`src/rtl/load_writeback_unit.sv`:
```
// Register-file write-port driver: direct ALU writeback plus single-outstanding loads
// with byte/half/word extraction. Optional macro: LOAD_MISALIGN_TRAP_EN.
module load_writeback_unit #(
    parameter int XLEN = 32
) (
    input  logic            clock,
    input  logic            reset,
    input  logic            req_valid,
    output logic            req_ready,
    input  logic            req_is_load,
    input  logic [4:0]      req_rd,
    input  logic [XLEN-1:0] req_data,
    input  logic [2:0]      req_funct3,
    output logic            mem_req_valid,
    input  logic            mem_req_ready,
    output logic [XLEN-1:0] mem_addr,
    input  logic            mem_rsp_valid,
    input  logic [XLEN-1:0] mem_rdata,
    output logic [4:0]      write_reg,
    output logic [XLEN-1:0] write_data,
    output logic            write_enable,
`ifdef LOAD_MISALIGN_TRAP_EN
    output logic            misalign_err,
`endif
    output logic            busy
);

    typedef enum logic [1:0] {
        IDLE     = 2'd0,
        MEM_REQ  = 2'd1,
        MEM_WAIT = 2'd2
    } state_t;

    state_t          state, state_next;
    logic [4:0]      rd_q, rd_next;
    logic [2:0]      funct3_q, funct3_next;
    logic [1:0]      offset_q, offset_next;
    logic [XLEN-1:0] mem_addr_next;
    logic [4:0]      write_reg_next;
    logic [XLEN-1:0] write_data_next;
    logic            write_enable_next;
    logic            misalign_next;
    logic            misaligned;

    function automatic logic [XLEN-1:0] extract(input logic [XLEN-1:0] word,
                                                input logic [2:0]      f3,
                                                input logic [1:0]      a);
        logic [7:0]  b;
        logic [15:0] h;
        case (a)
            2'd0:    b = word[7:0];
            2'd1:    b = word[15:8];
            2'd2:    b = word[23:16];
            default: b = word[31:24];
        endcase
        h = a[1] ? word[31:16] : word[15:0];
        case (f3)
            3'b000:  extract = {{(XLEN-8){b[7]}}, b};
            3'b001:  extract = {{(XLEN-16){h[15]}}, h};
            3'b100:  extract = {{(XLEN-8){1'b0}}, b};
            3'b101:  extract = {{(XLEN-16){1'b0}}, h};
            default: extract = word;
        endcase
    endfunction

`ifdef LOAD_MISALIGN_TRAP_EN
    // Reserved funct3 codes behave as word loads, so they trap like LW.
    always_comb begin
        misaligned = 1'b0;
        case (req_funct3)
            3'b000, 3'b100: misaligned = 1'b0;
            3'b001, 3'b101: misaligned = req_data[0];
            default:        misaligned = (req_data[1:0] != 2'b00);
        endcase
    end
`else
    assign misaligned = 1'b0;
`endif

    always_comb begin
        state_next        = state;
        rd_next           = rd_q;
        funct3_next       = funct3_q;
        offset_next       = offset_q;
        mem_addr_next     = mem_addr;
        write_reg_next    = write_reg;
        write_data_next   = write_data;
        write_enable_next = 1'b0;
        misalign_next     = 1'b0;
        case (state)
            IDLE: begin
                if (req_valid) begin
                    if (!req_is_load) begin
                        write_reg_next    = req_rd;
                        write_data_next   = req_data;
                        write_enable_next = (req_rd != 5'd0);
                    end else if (misaligned) begin
                        misalign_next = 1'b1;
                    end else begin
                        rd_next       = req_rd;
                        funct3_next   = req_funct3;
                        offset_next   = req_data[1:0];
                        mem_addr_next = {req_data[XLEN-1:2], 2'b00};
                        state_next    = MEM_REQ;
                    end
                end
            end
            MEM_REQ: begin
                if (mem_req_ready)
                    state_next = MEM_WAIT;
            end
            MEM_WAIT: begin
                if (mem_rsp_valid) begin
                    write_reg_next    = rd_q;
                    write_data_next   = extract(mem_rdata, funct3_q, offset_q);
                    write_enable_next = (rd_q != 5'd0);
                    state_next        = IDLE;
                end
            end
            default: state_next = IDLE;
        endcase
    end

    // Status outputs are registered from the next state so they line up with it.
    always_ff @(posedge clock) begin
        if (reset) begin
            state         <= IDLE;
            rd_q          <= 5'd0;
            funct3_q      <= 3'd0;
            offset_q      <= 2'd0;
            mem_addr      <= '0;
            write_reg     <= 5'd0;
            write_data    <= '0;
            write_enable  <= 1'b0;
            req_ready     <= 1'b1;
            busy          <= 1'b0;
            mem_req_valid <= 1'b0;
`ifdef LOAD_MISALIGN_TRAP_EN
            misalign_err  <= 1'b0;
`endif
        end else begin
            state         <= state_next;
            rd_q          <= rd_next;
            funct3_q      <= funct3_next;
            offset_q      <= offset_next;
            mem_addr      <= mem_addr_next;
            write_reg     <= write_reg_next;
            write_data    <= write_data_next;
            write_enable  <= write_enable_next;
            req_ready     <= (state_next == IDLE);
            busy          <= (state_next != IDLE);
            mem_req_valid <= (state_next == MEM_REQ);
`ifdef LOAD_MISALIGN_TRAP_EN
            misalign_err  <= misalign_next;
`endif
        end
    end

`ifndef LOAD_MISALIGN_TRAP_EN
    logic unused_misalign;
    assign unused_misalign = misalign_next;
`endif

endmodule
```
`config.mk`:
```
export PLATFORM = sky130hd
export DESIGN_NAME = load_writeback_unit
export DESIGN_NICKNAME = d
export VERILOG_FILES = /design/src/rtl/load_writeback_unit.sv
export SDC_FILE = /design/constraint.sdc
export NUM_CORES = 1
export LEC_CHECK = 0
export BUFFER_PORTS_ARGS = -buffer_cell sky130_fd_sc_hd__buf_4
export CAP_MARGIN = 20
export CORE_ASPECT_RATIO = 1.5
export CORE_MARGIN = 2
export CORE_UTILIZATION = 50
export CTS_CLUSTER_DIAMETER = 200
export DETAILED_ROUTE_END_ITERATION = 8
export PLACE_DENSITY = 0.8
export SETUP_SLACK_MARGIN = 0.2
export SYNTH_ARGS = -nofsm -noshare
export SYNTH_HDL_FRONTEND = slang
export SYNTH_SLANG_ARGS = --single-unit
```
`constraint.sdc`:
```
create_clock -name clock -period 2.1 [get_ports clock]
set_input_delay 0.105 -clock clock [delete_from_list [all_inputs] [get_ports clock]]
set_output_delay 0.105 -clock clock [all_outputs]
set_load 0.02 [all_outputs]
```
==> results.json <==
{
  "outcome": "completed",
  "power_frac_comb_pct": 20.2,
  "placed_cells": 750,
  "cp_slowest_cell": "or4b_4",
  "layout_commonest_cell": "buf_4",
  "cts_sinks": 83,
  "p_sw_mw": 1.12,
  "utilization_pct": 68.7,
  "synth_flop_cell": "dfxtp_1",
  "rsz0062_at_grt": "no",
  "arrival_ns": 2.14,
  "syn_inst": 526,
  "cts.clk_slew.worst_paths_ns": 0.06,
  "antenna_found_initial": 0,
  "ys_ff_latch": 83,
  "use_met1_pct": 35.6,
  "reg_top3": "write_data x32, mem_addr x30",
  "yosysTopAreaCell": "dfxtp_1",
  "area_growth_pct": 35.0,
  "cts_tree": "done",
  "critical_path_buf_inv_count": 1,
  "min_period_over_period_pct": 88.7,
  "wire_per_inst_um": 18.2,
  "cp_max_fo": 15,
  "gr-max-usage-layer": "met2",
  "grt_max_degree": 41,
  "largest_register_ffs": 32,
  "netlist.area_leader.share_pct": 39.3,
  "finalMaxSlewViolations": 0,
  "grt_use_met2_pct": 51.7,
  "initial_core_util_pct": 50.9,
  "hold_viol": 0,
  "die_width_um": 79.1,
  "drc_errors": 0,
  "power.share.switching_pct": 27.9,
  "cts_buffer_depth": 2,
  "root_buffer": "clkbuf_16",
  "final_nets": 737,
  "final_cell_count_no_fill": 770,
  "p_seq_share_pct": 42.8,
  "use_met3_pct": 6.11,
  "slew_headroom_pct": 51.1,
  "synthTopCellsByArea": "dfxtp_1, nand2_1, a21oi_1",
  "h-tree-depth": 3,
  "setup_viol": 0,
  "vias": 4607,
  "ys_seq_area_share_pct": 39.3,
  "placed_area_sq_um": 5370,
  "core_sq_um": 8310,
  "fin_worst_skew_ns": 0.00501,
  "ys_warn_count": 0,
  "insertion_delay_ns": 0.34,
  "drtIter0Drc": 415,
  "place_congestion": 0.877,
  "p_leak_nw": 2.37,
  "detail-route-antenna-nets": 0,
  "grt_pass1_wl_um": 21700,
  "design_area_sq_um": 5710,
  "critical_path_class": "flip-flop to flip-flop",
  "drtPass1Iterations": 5,
  "required_ns": 2.38,
  "setup.worst_path.end_class": "flip-flop",
  "die_area_sq_um": 9220,
  "fmax_mhz": 537,
  "startpoint_type": "flip-flop",
  "synth_cell_type_count": 48,
  "dp_hpwl_um": 9930,
  "worstMarginPinSlew_ns": 0.730,
  "cts_buffers": 9,
  "drt_wl_total_um": 14000,
  "final_cell_mix": "buf_4, nand2_1, dfxtp_1",
  "grt_usage_pct": 30.2,
  "num_io_pins": 151,
  "irDropWorstVdd_mv": 0.472,
  "vias_per_cell": 5.98,
  "syn_area_sq_um": 4230,
  "cap_violations": 0,
  "hold_class": "primary input to flip-flop",
  "fin_crit_ns": 1.86,
  "syn_avg_cell_area_sq_um": 8.04,
  "largest-register": "write_data",
  "synth_edf_count": 0,
  "p_int_mw": 2.91,
  "die_h_um": 117,
  "p_per_area_nw_per_um2": 706,
  "grt_pass1_vias": 4375,
  "final.setup.tns_ns": 0,
  "drive_above_1_share_pct": 32.7,
  "grt-ovfl-total": 0,
  "p_clk_share_pct": 37.0,
  "synth-async-reset-ratio_pct": 0,
  "rows": 41,
  "cp_cell_sequence": "or4b_4, a21oi_4, buf_4, a32o_1",
  "cp_slowest_stage_delay_ns": 0.67,
  "portBuffers": 148,
  "antenna_cells": 0,
  "crit_family": "simple AND/OR/NAND/NOR gates"
}
repair_timing:
| action | 4_1_cts | 5_1_grt |
|---|---|---|
| hold buffers | 0 | 0 |
| gates resized for setup | 3 | 3 |
| pin swaps | 0 | 2 |
| hold endpoints to repair | 0 | 0 |
| cloned | 0 | 0 |
| setup endpoints to repair | 21 | 31 |
| setup buffers | 0 | 5 |
worst reg2reg max path, stage by stage, from the launching register on:
cell	delay (ns)
dfxtp_1	0.37
or4b_4	0.67
a21oi_4	0.31
buf_4	0.27
a32o_1	0.19
metal layers:
layer / vias to the layer above / wire length, um / part of all wire [%]
met4: 0 / 646 / 4.6
met3: 49 / 1060 / 7.6
met2: 269 / 7100 / 51
li1: 2134 / - / -
met1: 2155 / 5220 / 37
met5: - / 0 / 0
cell type report:
cell class	instances	area (sq um)
clock buffers	13	270
clock inverters	2	10.0
fillers	692	2600
inverters	17	63.8
multi-input cells	377	2260
flip-flops and latches	83	1660
well taps	107	134
repair buffers	171	1310
Yosys cell counts, types with 2 or more instances:
cell type  number
a21oi_1        66
a221oi_1        8
a22oi_1         8
a311oi_2        4
a31o_2          5
a32o_1         16
and2_1          2
buf_1           7
buf_12          2
buf_2          11
buf_4           4
buf_6           3
clkbuf_1       23
dfxtp_1        83
inv_1          17
mux2_2         10
mux2i_1         7
nand2_1       116
nand2b_1        7
nand3b_1        9
nand4_1        16
nor2_1         36
nor2b_1         4
nor3_1          2
nor4b_1         7
o2111ai_1       7
o211ai_1       16
o21ai_0         2
or3_1           8
or4_1           2
power groups by stage:
stage	logic (mW)	clock network, mW	registers [mW]
finish	0.814	1.49	1.72
global route	0.871	1.58	1.73
CTS	0.794	1.50	1.72
detailed placement	0.789	0	1.76
global placement	0.772	0	1.75
floorplan	0.356	0	1.83
final timing paths:
check	end	start	slack, ns	cells after the start
worst max register to register	write_data[26]	state[0]	0.24	4
worst max-delay path	write_data[26]	state[0]	0.24	4
worst min register to register	mem_addr[5]	mem_addr[5]	0.45	2
worst min-delay path	funct3_q[2]	req_funct3[2]	0.02	3
through the flow:
| stage | hold WS [ns] | worst slack, ns | total power, mW |
|---|---|---|---|
| floorplan | 0.241 | 0.343 | 2.19 |
| global placement | 0.363 | 0.228 | 2.53 |
| detailed placement | 0.370 | 0.139 | 2.55 |
| CTS | 0.0199 | 0.220 | 4.02 |
| global route | 0.0261 | 0.190 | 4.18 |
| finish | 0.0216 | 0.237 | 4.03 |
kinds of logic after synthesis:
family / synth area share, %
other: 0.0887
DFF: 39.3
buffers and inverters: 7.93
and+or+nand+nor: 24.5
AOI/OAI and AO/OA: 23.9
muxes: 4.32
Power figures use the tool's default switching activity.
